`config.mk`:
```
export PLATFORM = sky130hd
export DESIGN_NAME = cpu_clock_ctrl_flat
export DESIGN_NICKNAME = d
export VERILOG_FILES = /design/src/rtl/cpu_clock_ctrl_if.sv /design/src/rtl/cpu_clock_ctrl.sv /design/src/flat_wrapper.sv
export SDC_FILE = /design/constraint.sdc
export NUM_CORES = 1
export LEC_CHECK = 0
export CAP_MARGIN = 10
export CORE_MARGIN = 5
export CORE_UTILIZATION = 24
export CTS_BUF_LIST = sky130_fd_sc_hd__clkbuf_8
export CTS_CLUSTER_SIZE = 20
export DETAILED_ROUTE_END_ITERATION = 12
export MAX_ROUTING_LAYER = met4
export PLACE_DENSITY = 0.38
export SYNTH_ARGS = -nofsm -noshare
export SYNTH_HDL_FRONTEND = slang
export SYNTH_SLANG_ARGS = --single-unit
export TNS_END_PERCENT = 10
```
`constraint.sdc`:
```
create_clock -name CLK_28 -period 3.2 [get_ports CLK_28]
set_clock_uncertainty 0.15 [all_clocks]
set_input_delay 0.64 -clock CLK_28 [delete_from_list [all_inputs] [get_ports CLK_28]]
set_output_delay 0.64 -clock CLK_28 [all_outputs]
set_load 0.02 [all_outputs]
```
`src/rtl/cpu_clock_ctrl_if.sv`:
```
// rtl/cpu_clock_ctrl_if.sv - run-control signal bundle between board I/O and cpu_clock_ctrl
//
// Purpose : groups the switch/key/halt inputs and the CPU enable, reset, LED
//           and state outputs of the run-control block.
// Modports: master - board/bench side, drives swModo, btStep_n, halt
//           slave  - cpu_clock_ctrl side, drives cpuEn, cpuRst, ledClk,
//                    ledStep, state (and stepCount when STEP_COUNT_EN)
// Macro   : STEP_COUNT_EN adds the 8-bit stepCount signal.
interface cpu_clock_ctrl_if;
    logic       swModo;
    logic       btStep_n;
    logic       halt;
    logic       cpuEn;
    logic       cpuRst;
    logic       ledClk;
    logic       ledStep;
    logic [1:0] state;
`ifdef STEP_COUNT_EN
    logic [7:0] stepCount;

    modport master (
        output swModo, btStep_n, halt,
        input  cpuEn, cpuRst, ledClk, ledStep, state, stepCount
    );
    modport slave (
        input  swModo, btStep_n, halt,
        output cpuEn, cpuRst, ledClk, ledStep, state, stepCount
    );
`else
    modport master (
        output swModo, btStep_n, halt,
        input  cpuEn, cpuRst, ledClk, ledStep, state
    );
    modport slave (
        input  swModo, btStep_n, halt,
        output cpuEn, cpuRst, ledClk, ledStep, state
    );
`endif
endinterface

```
`src/rtl/cpu_clock_ctrl.sv`:
```
// rtl/cpu_clock_ctrl.sv - single-clock run controller producing the Nano CPU clock enable
//
// Purpose : generates a one-cycle cpuEn pulse either from a divided tick
//           (AUTO) or from one debounced step-key press (STEP), sequences the
//           CPU reset and parks the CPU on a halt request.
// Ports   : CLK_28   - 28 MHz system clock, the only clock
//           btRst    - synchronous active-low reset
//           bus      - cpu_clock_ctrl_if.slave:
//                      swModo (0 AUTO / 1 STEP), btStep_n (raw key, active-low),
//                      halt, cpuEn, cpuRst, ledClk, ledStep, state[1:0]
//                      (0 RST_HOLD, 1 RUN, 2 STEP_WAIT, 3 HALTED)
// Macro   : STEP_COUNT_EN adds bus.stepCount[7:0], a wrapping count of cpuEn pulses.
module cpu_clock_ctrl #(
    parameter int DIV        = 14000000,
    parameter int DEB_CYCLES = 280000,
    parameter int RST_CYCLES = 4
) (
    input  logic             CLK_28,
    input  logic             btRst,
    cpu_clock_ctrl_if.slave  bus
);
    localparam int DIV_W  = $clog2(DIV);
    localparam int DEB_W  = $clog2(DEB_CYCLES + 1);
    localparam int HOLD_W = $clog2(RST_CYCLES + 1);

    localparam logic [DIV_W-1:0]  DIV_LAST  = DIV_W'(DIV - 1);
    localparam logic [DEB_W-1:0]  DEB_LAST  = DEB_W'(DEB_CYCLES - 1);
    localparam logic [HOLD_W-1:0] HOLD_LAST = HOLD_W'(RST_CYCLES - 1);

    typedef enum logic [1:0] {
        ST_RST_HOLD  = 2'd0,
        ST_RUN       = 2'd1,
        ST_STEP_WAIT = 2'd2,
        ST_HALTED    = 2'd3
    } state_t;

    logic              key_s1_q, key_s1_d, key_s2_q, key_s2_d;
    logic              mode_s1_q, mode_s1_d, mode_s2_q, mode_s2_d;
    logic              deb_level_q, deb_level_d;
    logic [DEB_W-1:0]  deb_cnt_q, deb_cnt_d;
    logic              press_q, press_d;
    logic              armed_q, armed_d;
    logic [DIV_W-1:0]  div_cnt_q, div_cnt_d;
    logic              led_clk_q, led_clk_d;
    logic [HOLD_W-1:0] hold_cnt_q, hold_cnt_d;
    state_t            state_q, state_d;
    logic              cpu_en_q, cpu_en_d;
    logic              cpu_rst_q, cpu_rst_d;
    logic              key_pressed;
    logic              tick;
`ifdef STEP_COUNT_EN
    logic [7:0]        step_cnt_q, step_cnt_d;
`endif

    always_comb begin
        key_s1_d    = bus.btStep_n;
        key_s2_d    = key_s1_q;
        mode_s1_d   = bus.swModo;
        mode_s2_d   = mode_s1_q;
        deb_level_d = deb_level_q;
        deb_cnt_d   = deb_cnt_q;
        press_d     = 1'b0;
        state_d     = state_q;
        cpu_en_d    = 1'b0;
        hold_cnt_d  = hold_cnt_q;

        // Debounce: a new level is accepted after DEB_CYCLES consecutive
        // differing samples; any agreeing sample restarts the count.
        key_pressed = ~key_s2_q;
        if (key_pressed != deb_level_q) begin
            if (deb_cnt_q == DEB_LAST) begin
                deb_level_d = key_pressed;
                deb_cnt_d   = '0;
                press_d     = key_pressed & armed_q;
            end else begin
                deb_cnt_d = deb_cnt_q + 1'b1;
            end
        end else begin
            deb_cnt_d = '0;
        end

        // A press only counts once the key has been seen released outside
        // RST_HOLD, so a key held across reset cannot fire a step.
        armed_d = armed_q | (key_s1_q & key_s2_q & ~deb_level_q &
                             (state_q != ST_RST_HOLD));

        tick      = (state_q == ST_RUN) && (div_cnt_q == DIV_LAST);
        led_clk_d = led_clk_q ^ tick;

        case (state_q)
            ST_RST_HOLD: begin
                if (hold_cnt_q == HOLD_LAST) begin
                    hold_cnt_d = '0;
                    state_d    = mode_s2_q ? ST_STEP_WAIT : ST_RUN;
                end else begin
                    hold_cnt_d = hold_cnt_q + 1'b1;
                end
            end
            ST_RUN: begin
                if (bus.halt)
                    state_d = ST_HALTED;
                else if (mode_s2_q)
                    state_d = ST_STEP_WAIT;
                else
                    cpu_en_d = tick;
            end
            ST_STEP_WAIT: begin
                if (bus.halt)
                    state_d = ST_HALTED;
                else if (!mode_s2_q)
                    state_d = ST_RUN;
                else
                    cpu_en_d = press_q;
            end
            ST_HALTED: begin
                state_d = ST_HALTED;
            end
        endcase

        // The divider only advances while staying in RUN, so every entry
        // into RUN starts from zero.
        if ((state_q == ST_RUN) && (state_d == ST_RUN))
            div_cnt_d = tick ? '0 : div_cnt_q + 1'b1;
        else
            div_cnt_d = '0;

        cpu_rst_d = (state_d == ST_RST_HOLD);
`ifdef STEP_COUNT_EN
        step_cnt_d = step_cnt_q + {7'd0, cpu_en_d};
`endif
    end

    always_ff @(posedge CLK_28) begin
        if (!btRst) begin
            key_s1_q    <= 1'b1;
            key_s2_q    <= 1'b1;
            mode_s1_q   <= 1'b1;
            mode_s2_q   <= 1'b1;
            deb_level_q <= 1'b0;
            deb_cnt_q   <= '0;
            press_q     <= 1'b0;
            armed_q     <= 1'b0;
            div_cnt_q   <= '0;
            led_clk_q   <= 1'b0;
            hold_cnt_q  <= '0;
            state_q     <= ST_RST_HOLD;
            cpu_en_q    <= 1'b0;
            cpu_rst_q   <= 1'b1;
`ifdef STEP_COUNT_EN
            step_cnt_q  <= 8'd0;
`endif
        end else begin
            key_s1_q    <= key_s1_d;
            key_s2_q    <= key_s2_d;
            mode_s1_q   <= mode_s1_d;
            mode_s2_q   <= mode_s2_d;
            deb_level_q <= deb_level_d;
            deb_cnt_q   <= deb_cnt_d;
            press_q     <= press_d;
            armed_q     <= armed_d;
            div_cnt_q   <= div_cnt_d;
            led_clk_q   <= led_clk_d;
            hold_cnt_q  <= hold_cnt_d;
            state_q     <= state_d;
            cpu_en_q    <= cpu_en_d;
            cpu_rst_q   <= cpu_rst_d;
`ifdef STEP_COUNT_EN
            step_cnt_q  <= step_cnt_d;
`endif
        end
    end

    assign bus.cpuEn   = cpu_en_q;
    assign bus.cpuRst  = cpu_rst_q;
    assign bus.ledClk  = led_clk_q;
    assign bus.ledStep = deb_level_q;
    assign bus.state   = state_q;
`ifdef STEP_COUNT_EN
    assign bus.stepCount = step_cnt_q;
`endif
endmodule

```
`src/flat_wrapper.sv`:
```
// flat-port wrapper written by rule: the top's interface ports become plain ports
module cpu_clock_ctrl_flat 
#(
    parameter int DIV        = 14000000,
    parameter int DEB_CYCLES = 280000,
    parameter int RST_CYCLES = 4
)
  (CLK_28, btRst, bus_swModo, bus_btStep_n, bus_halt, bus_cpuEn, bus_cpuRst, bus_ledClk, bus_ledStep, bus_state);
  cpu_clock_ctrl_if bus_i ();
  input  logic CLK_28;
  input  logic btRst;
  input wire logic [$bits(bus_i.swModo)-1:0] bus_swModo;
  input wire logic [$bits(bus_i.btStep_n)-1:0] bus_btStep_n;
  input wire logic [$bits(bus_i.halt)-1:0] bus_halt;
  output wire logic [$bits(bus_i.cpuEn)-1:0] bus_cpuEn;
  output wire logic [$bits(bus_i.cpuRst)-1:0] bus_cpuRst;
  output wire logic [$bits(bus_i.ledClk)-1:0] bus_ledClk;
  output wire logic [$bits(bus_i.ledStep)-1:0] bus_ledStep;
  output wire logic [$bits(bus_i.state)-1:0] bus_state;
  assign bus_i.swModo = bus_swModo;
  assign bus_i.btStep_n = bus_btStep_n;
  assign bus_i.halt = bus_halt;
  assign bus_cpuEn = bus_i.cpuEn;
  assign bus_cpuRst = bus_i.cpuRst;
  assign bus_ledClk = bus_i.ledClk;
  assign bus_ledStep = bus_i.ledStep;
  assign bus_state = bus_i.state;
  cpu_clock_ctrl #(.DIV(DIV), .DEB_CYCLES(DEB_CYCLES), .RST_CYCLES(RST_CYCLES)) u_core (.CLK_28(CLK_28), .btRst(btRst), .bus(bus_i));
endmodule
```
Yosys cells after proc, flatten, opt, wreduce, memory -nomap -nowiden
Index checks and enable logic that the tools add are counted.
{"block": "totals", "ramBits": 0, "regBits": 58, "n_memories": 0, "input_bits": 5, "latch_bits": 0, "mem_bits_ro": 0, "wordCells": 58}
{"block": "classes", "n_bitwise": 11, "reduce_logical": 9, "n_shift": 0, "n_lt_le_gt_ge": 0, "n_eq_ne": 8, "n_mux": 13, "mul": 0, "n_div": 0, "n_addsub": 3}
{"operator": "$add 24x1->24 const B", "n": 1}
{"operator": "$eq 24x24->1 const B", "n": 1}
{"operator": "$add 19x1->19 const B", "n": 1}
{"operator": "$eq 19x19->1 const B", "n": 1}
{"operator": "$mux 2", "n": 6}
{"operator": "$pmux 2 s4", "n": 1}
{"operator": "$reduce_or 3->1", "n": 2}
{"operator": "$not 1->1", "n": 5}
{"operator": "$and 1x1->1", "n": 4}
{"operator": "$eq 2x1->1 const B", "n": 2}
{"operator": "$eq 2x2->1 const B", "n": 2}
{"operator": "$logic_not 2->1", "n": 2}
{"operator": "$mux 1", "n": 4}
{"operator": "$add 3x1->3 const B", "n": 1}
{"operator": "$eq 3x2->1 const B", "n": 1}
{"operator": "$mux 3", "n": 1}
{"operator": "$reduce_and 3->1", "n": 1}
{"operator": "$logic_and 1x1->1", "n": 2}
{"operator": "$pmux 1 s2", "n": 1}
{"operator": "$reduce_and 2->1", "n": 1}
{"operator": "$reduce_bool 2->1", "n": 1}
{"operator": "$ne 1x1->1", "n": 1}
{"operator": "$or 1x1->1", "n": 1}
{"operator": "$xor 1x1->1", "n": 1}

Longest topological paths before layout
{"block": "depth", "ltp_word": 7, "depth_mapped": 9, "ltp_nobuf": 7}

Least setup slack after synthesis
No wires, ideal clock.
{"block": "synth_timing", "kind": "register to register", "from": "reg u_core.state_q[0] (netlist: u_core.bus.state[0])", "to": "reg u_core.div_cnt_q[23]", "setup_ns": 0.115, "path_buffers": 2, "t_arrival_ns": 2.203, "path_stages_with_launch": 10, "period_less_slack_ns": 2.467, "slack_ns": 0.733, "cell_sequence": "dfxtp_1 > inv_1 > ha_1 > a211oi_1 > or3b_2 > o2111ai_2 > or2_1 > buf_6 > buf_8 > nor2_1"}
{"block": "synth_via", "elab_chain_len": 7, "elab_cells_between_ends": 15, "classes_between": "eq/ne: 4; mux: 6; bitwise: 1; reduce/logical: 4"}
{"element": "from (decl)", "line": "cpu_clock_ctrl.sv:46", "rtl": "state_t state_q, state_d;"}
{"element": "from (signal assigned)", "line": "cpu_clock_ctrl.sv:164", "rtl": "state_q <= state_d;"}
{"element": "$mux 2, on equally long branches", "line": "cpu_clock_ctrl.sv:110, cpu_clock_ctrl.sv:102"}
{"element": "$mux 2, on equally long branches", "line": "cpu_clock_ctrl.sv:108, cpu_clock_ctrl.sv:100"}
{"element": "$pmux 2 s4", "line": "cpu_clock_ctrl.sv:90", "rtl": "case (state_q)"}
{"element": "$eq 2x1->1", "line": "cpu_clock_ctrl.sv:122", "rtl": "if ((state_q == ST_RUN) && (state_d == ST_RUN))"}
{"element": "$logic_and 1x1->1", "line": "cpu_clock_ctrl.sv:122"}
{"element": "$not 1->1 (no source line)"}
{"element": "$reduce_or 3->1 (no source line) *"}
{"element": "to (signal assigned)", "line": "cpu_clock_ctrl.sv:161", "rtl": "div_cnt_q <= div_cnt_d;"}
{"element": "to (decl)", "line": "cpu_clock_ctrl.sv:43", "rtl": "logic [DIV_W-1:0] div_cnt_q, div_cnt_d;"}
Mark *: on every way between the ends. The rest lies on a longest branch, timed or not.
A chain may end at the register's enable or synchronous reset.

Worst setup path after layout
{"block": "layout_timing", "from": "reg u_core.state_q[0] (netlist: u_core.bus.state[0])", "to": "reg u_core.div_cnt_q[5]"}
Same word-level chain as after synthesis.

==> impl_results.md <==
* Commonest cells in the netlist: 58 x dfxtp_1, 54 x nor2_1, 21 x xor2_1, 19 x xnor2_1
* Hold Fails Final Rpt at 0
* Final net count at 316
* CTS Hold Buffers Added at 0
* Ys async rst share at 0%
* Startpoint Class: flop
* Number of synthesized flops with an enable pin at 0
* Netlist cell types at 42
* Max VDD drop at 0.0001777 V
* Initial antenna violation count at 0
* GP Congestion at 0.7209
* CP Capture Type: flop
* Worst Hold Class: reg -> reg
* Worst-path clk slew at 0.07 ns
* Total Wirelength at 5165 um
* Cells after Synth at 286
* Area grow syn2layout at 17.93%
* Main synth FF type: dfxtp_1
* Largest net degree at the start of global routing at 20
* Core Region at 10700 um2
* Vias at 1928
* Io pins at 11
* CTS root buffer: clkbuf_8
* H-tree Lvls at 3
* Via/cell ratio at 4.313
* DP HPWL at 3591 um
* CTS Buf Count at 9
* Tmin final at 2.873 ns
* Total GRT Usage at 9.186%
* Area leader, netlist: dfxtp_1
* Register bit total from synthesis at 58
* Final Cycle Share at 89.77%
* Warnings from Yosys at 0
* # Max-Cap Violations at 0
* RSZ-0062 raised after global routing: no
* Reg-to-Reg End: u_core.div_cnt_q[5]
* Clock buffer depth at 2
* Final Setup Violations at 0
* Worst Hold End: u_core.mode_s2_q
* Avg Cell Area, Syn at 9.078 um2
* Share of post-route cells with drive strength above 1 at 6.840%
* Hold path start: u_core.mode_s1_q
* R2R cell count at 7
* Setup CP Type: reg -> reg
* Mapped Area at 2596 um2
* R2r setup slk at 0.33 ns
* Clock sinks at 58
* Top cells by area in the synthesized netlist: dfxtp_1 45%, nor2_1 7.8%, xor2_1 7.1%, xnor2_1 6.4%, ha_1 3.9%
* Final setup TNS at 0 ns
* PortBufs at 10
* Die W at 114.0 um
* Antenna Nets Post-Route at 0
* Worst slew pin tran at 0.6795 ns
* Die area at 13000 um2
* RR Startpoint: u_core.bus.state[0]
* Power Density at 579.2 nW/um2
* Fin Hold WS at 0.2577 ns
* Wire per inst at 11.55 um
* # diodes at 0
* WP data arrival at 2.91 ns
* CP Max Fanout at 19
* Hold depth at 1
* # rows at 38
* Status: finished clean
* # resized after CTS at 0
* Remaining DRCs at 0
* Leakage at 0.9908 nW
* F_max at 0.3481 GHz
* Max_slew headroom at 54.70%
* Most frequent cell after synthesis: dfxtp_1
* Vias in the first global route at 1901
* Initial DRT Pass Iterations at 4
* Gr ovfl total at 0
* Initial Utilization at 24.27%
* Post-CTS setup buffers at 0
* Final Max Tran Viols at 0
* CTS tree: yes
* Post-synthesis net count at 299
* Initial DRC count at 104
* Clock latency on the worst-skew pair at 0.34 ns
* Share of the synthesized area in the top cell type at 44.72%
* Global-route wire length before repair at 9218 um
* Chip height at 114.0 um
* CP required at 3.24 ns
* Final Power at 1.773 mW
* Sequential cell area fraction in the yosys report at 44.72%
## placed cells by master (no fill, tap or decap), types with 2 or more instances in the layout
master / count
dfxtp_1: 58
nand3_1: 16
a31oi_1: 3
nor4_1: 7
nor4bb_1: 3
o22ai_1: 2
clkinv_2: 2
clkbuf_8: 10
nand2b_1: 4
xor2_1: 21
xnor2_1: 19
and2_1: 2
ha_1: 8
and3_1: 7
nand2_1: 16
nand4_1: 15
clkdlybuf4s50_1: 10
bufinv_16: 2
a21oi_1: 2
nor2_1: 54
buf_4: 2
nor3_1: 9
inv_1: 10
and4_1: 4
## routing by layer
metal  GRT usage, %  up-vias  share of wire [%]
met4          4.988        0                2.4
met2          12.84       19                 43
met1          11.90      874                 52
met5              -        -                  0
li1               -     1024                  -
met3          2.599       11                3.1
## critical path, cell delays in order, from the launching register on
cell and delay [ns]:
dfxtp_1 0.46, inv_1 0.12, ha_1 0.30, a211oi_1 0.34, or3b_2 0.49, o2111ai_2 0.16, or2_1 0.60, nor2_1 0.10
## final cells by class
cell class	count	area, um2
multi-input combinational	212	1356
clock buffer	10	137.6
inverter	10	37.54
timing repair buffer	12	115.1
clock inverter	5	78.83
tap	140	175.2
fill	1147	7636
sequential	58	1161
## cells by family after synthesis
logic type / synth area share (%)
buffers and inverters: 3.036
adder cells (fa/ha/maj): 3.856
AO/OA/AOI/OAI: 5.783
XOR/XNOR: 13.49
flip-flops: 44.72
multiplexers: 0.3856
AND/OR/NAND/NOR: 28.72
## stage by stage
step                      area (um2)  instances  utilization, %  worst slack [ns]
after global placement          2845        432           26.60            0.2489
after floorplan                 2596        286               -            0.7326
after detailed placement        2845        432           26.60            0.1872
final                           3062        447           28.62            0.3272
after global routing            3062        447           28.62           0.02859
after CTS                       3062        447           28.62            0.2786
## how the worst max path moves through the flow
stage	depth (start not counted)	slack, ns	end	startpoint
after detailed placement	6	0.19	u_core.div_cnt_q[5]	bus_halt
after global placement	6	0.25	u_core.div_cnt_q[18]	bus_halt
after CTS	7	0.28	u_core.div_cnt_q[5]	u_core.bus.state[0]
after global routing	7	0.03	u_core.div_cnt_q[5]	u_core.bus.state[0]
final	7	0.33	u_core.div_cnt_q[5]	u_core.bus.state[0]
after floorplan	9	0.73	u_core.div_cnt_q[23]	u_core.bus.state[0]
## registers in the layout, summed over array words and instances (netlist names)
register            flops
u_core.armed_q          1
u_core.bus.cpuRst       1
u_core.bus.cpuEn        1
u_core.mode_s2_q        1
u_core.hold_cnt_q       3
u_core.key_s1_q         1
u_core.bus.ledClk       1
u_core.mode_s1_q        1
u_core.bus.state        2
u_core.deb_cnt_q       19
u_core.div_cnt_q       24
u_core.key_s2_q         1
u_core.press_q          1
u_core.bus.ledStep      1
## power breakdown
group,total [mW],internal (mW),switching [mW]
sequential,0.780,0.754,0.0267
combinational,0.243,0.110,0.133
clock,0.750,0.454,0.296
No activity file was read; power rests on OpenSTA's default activity.
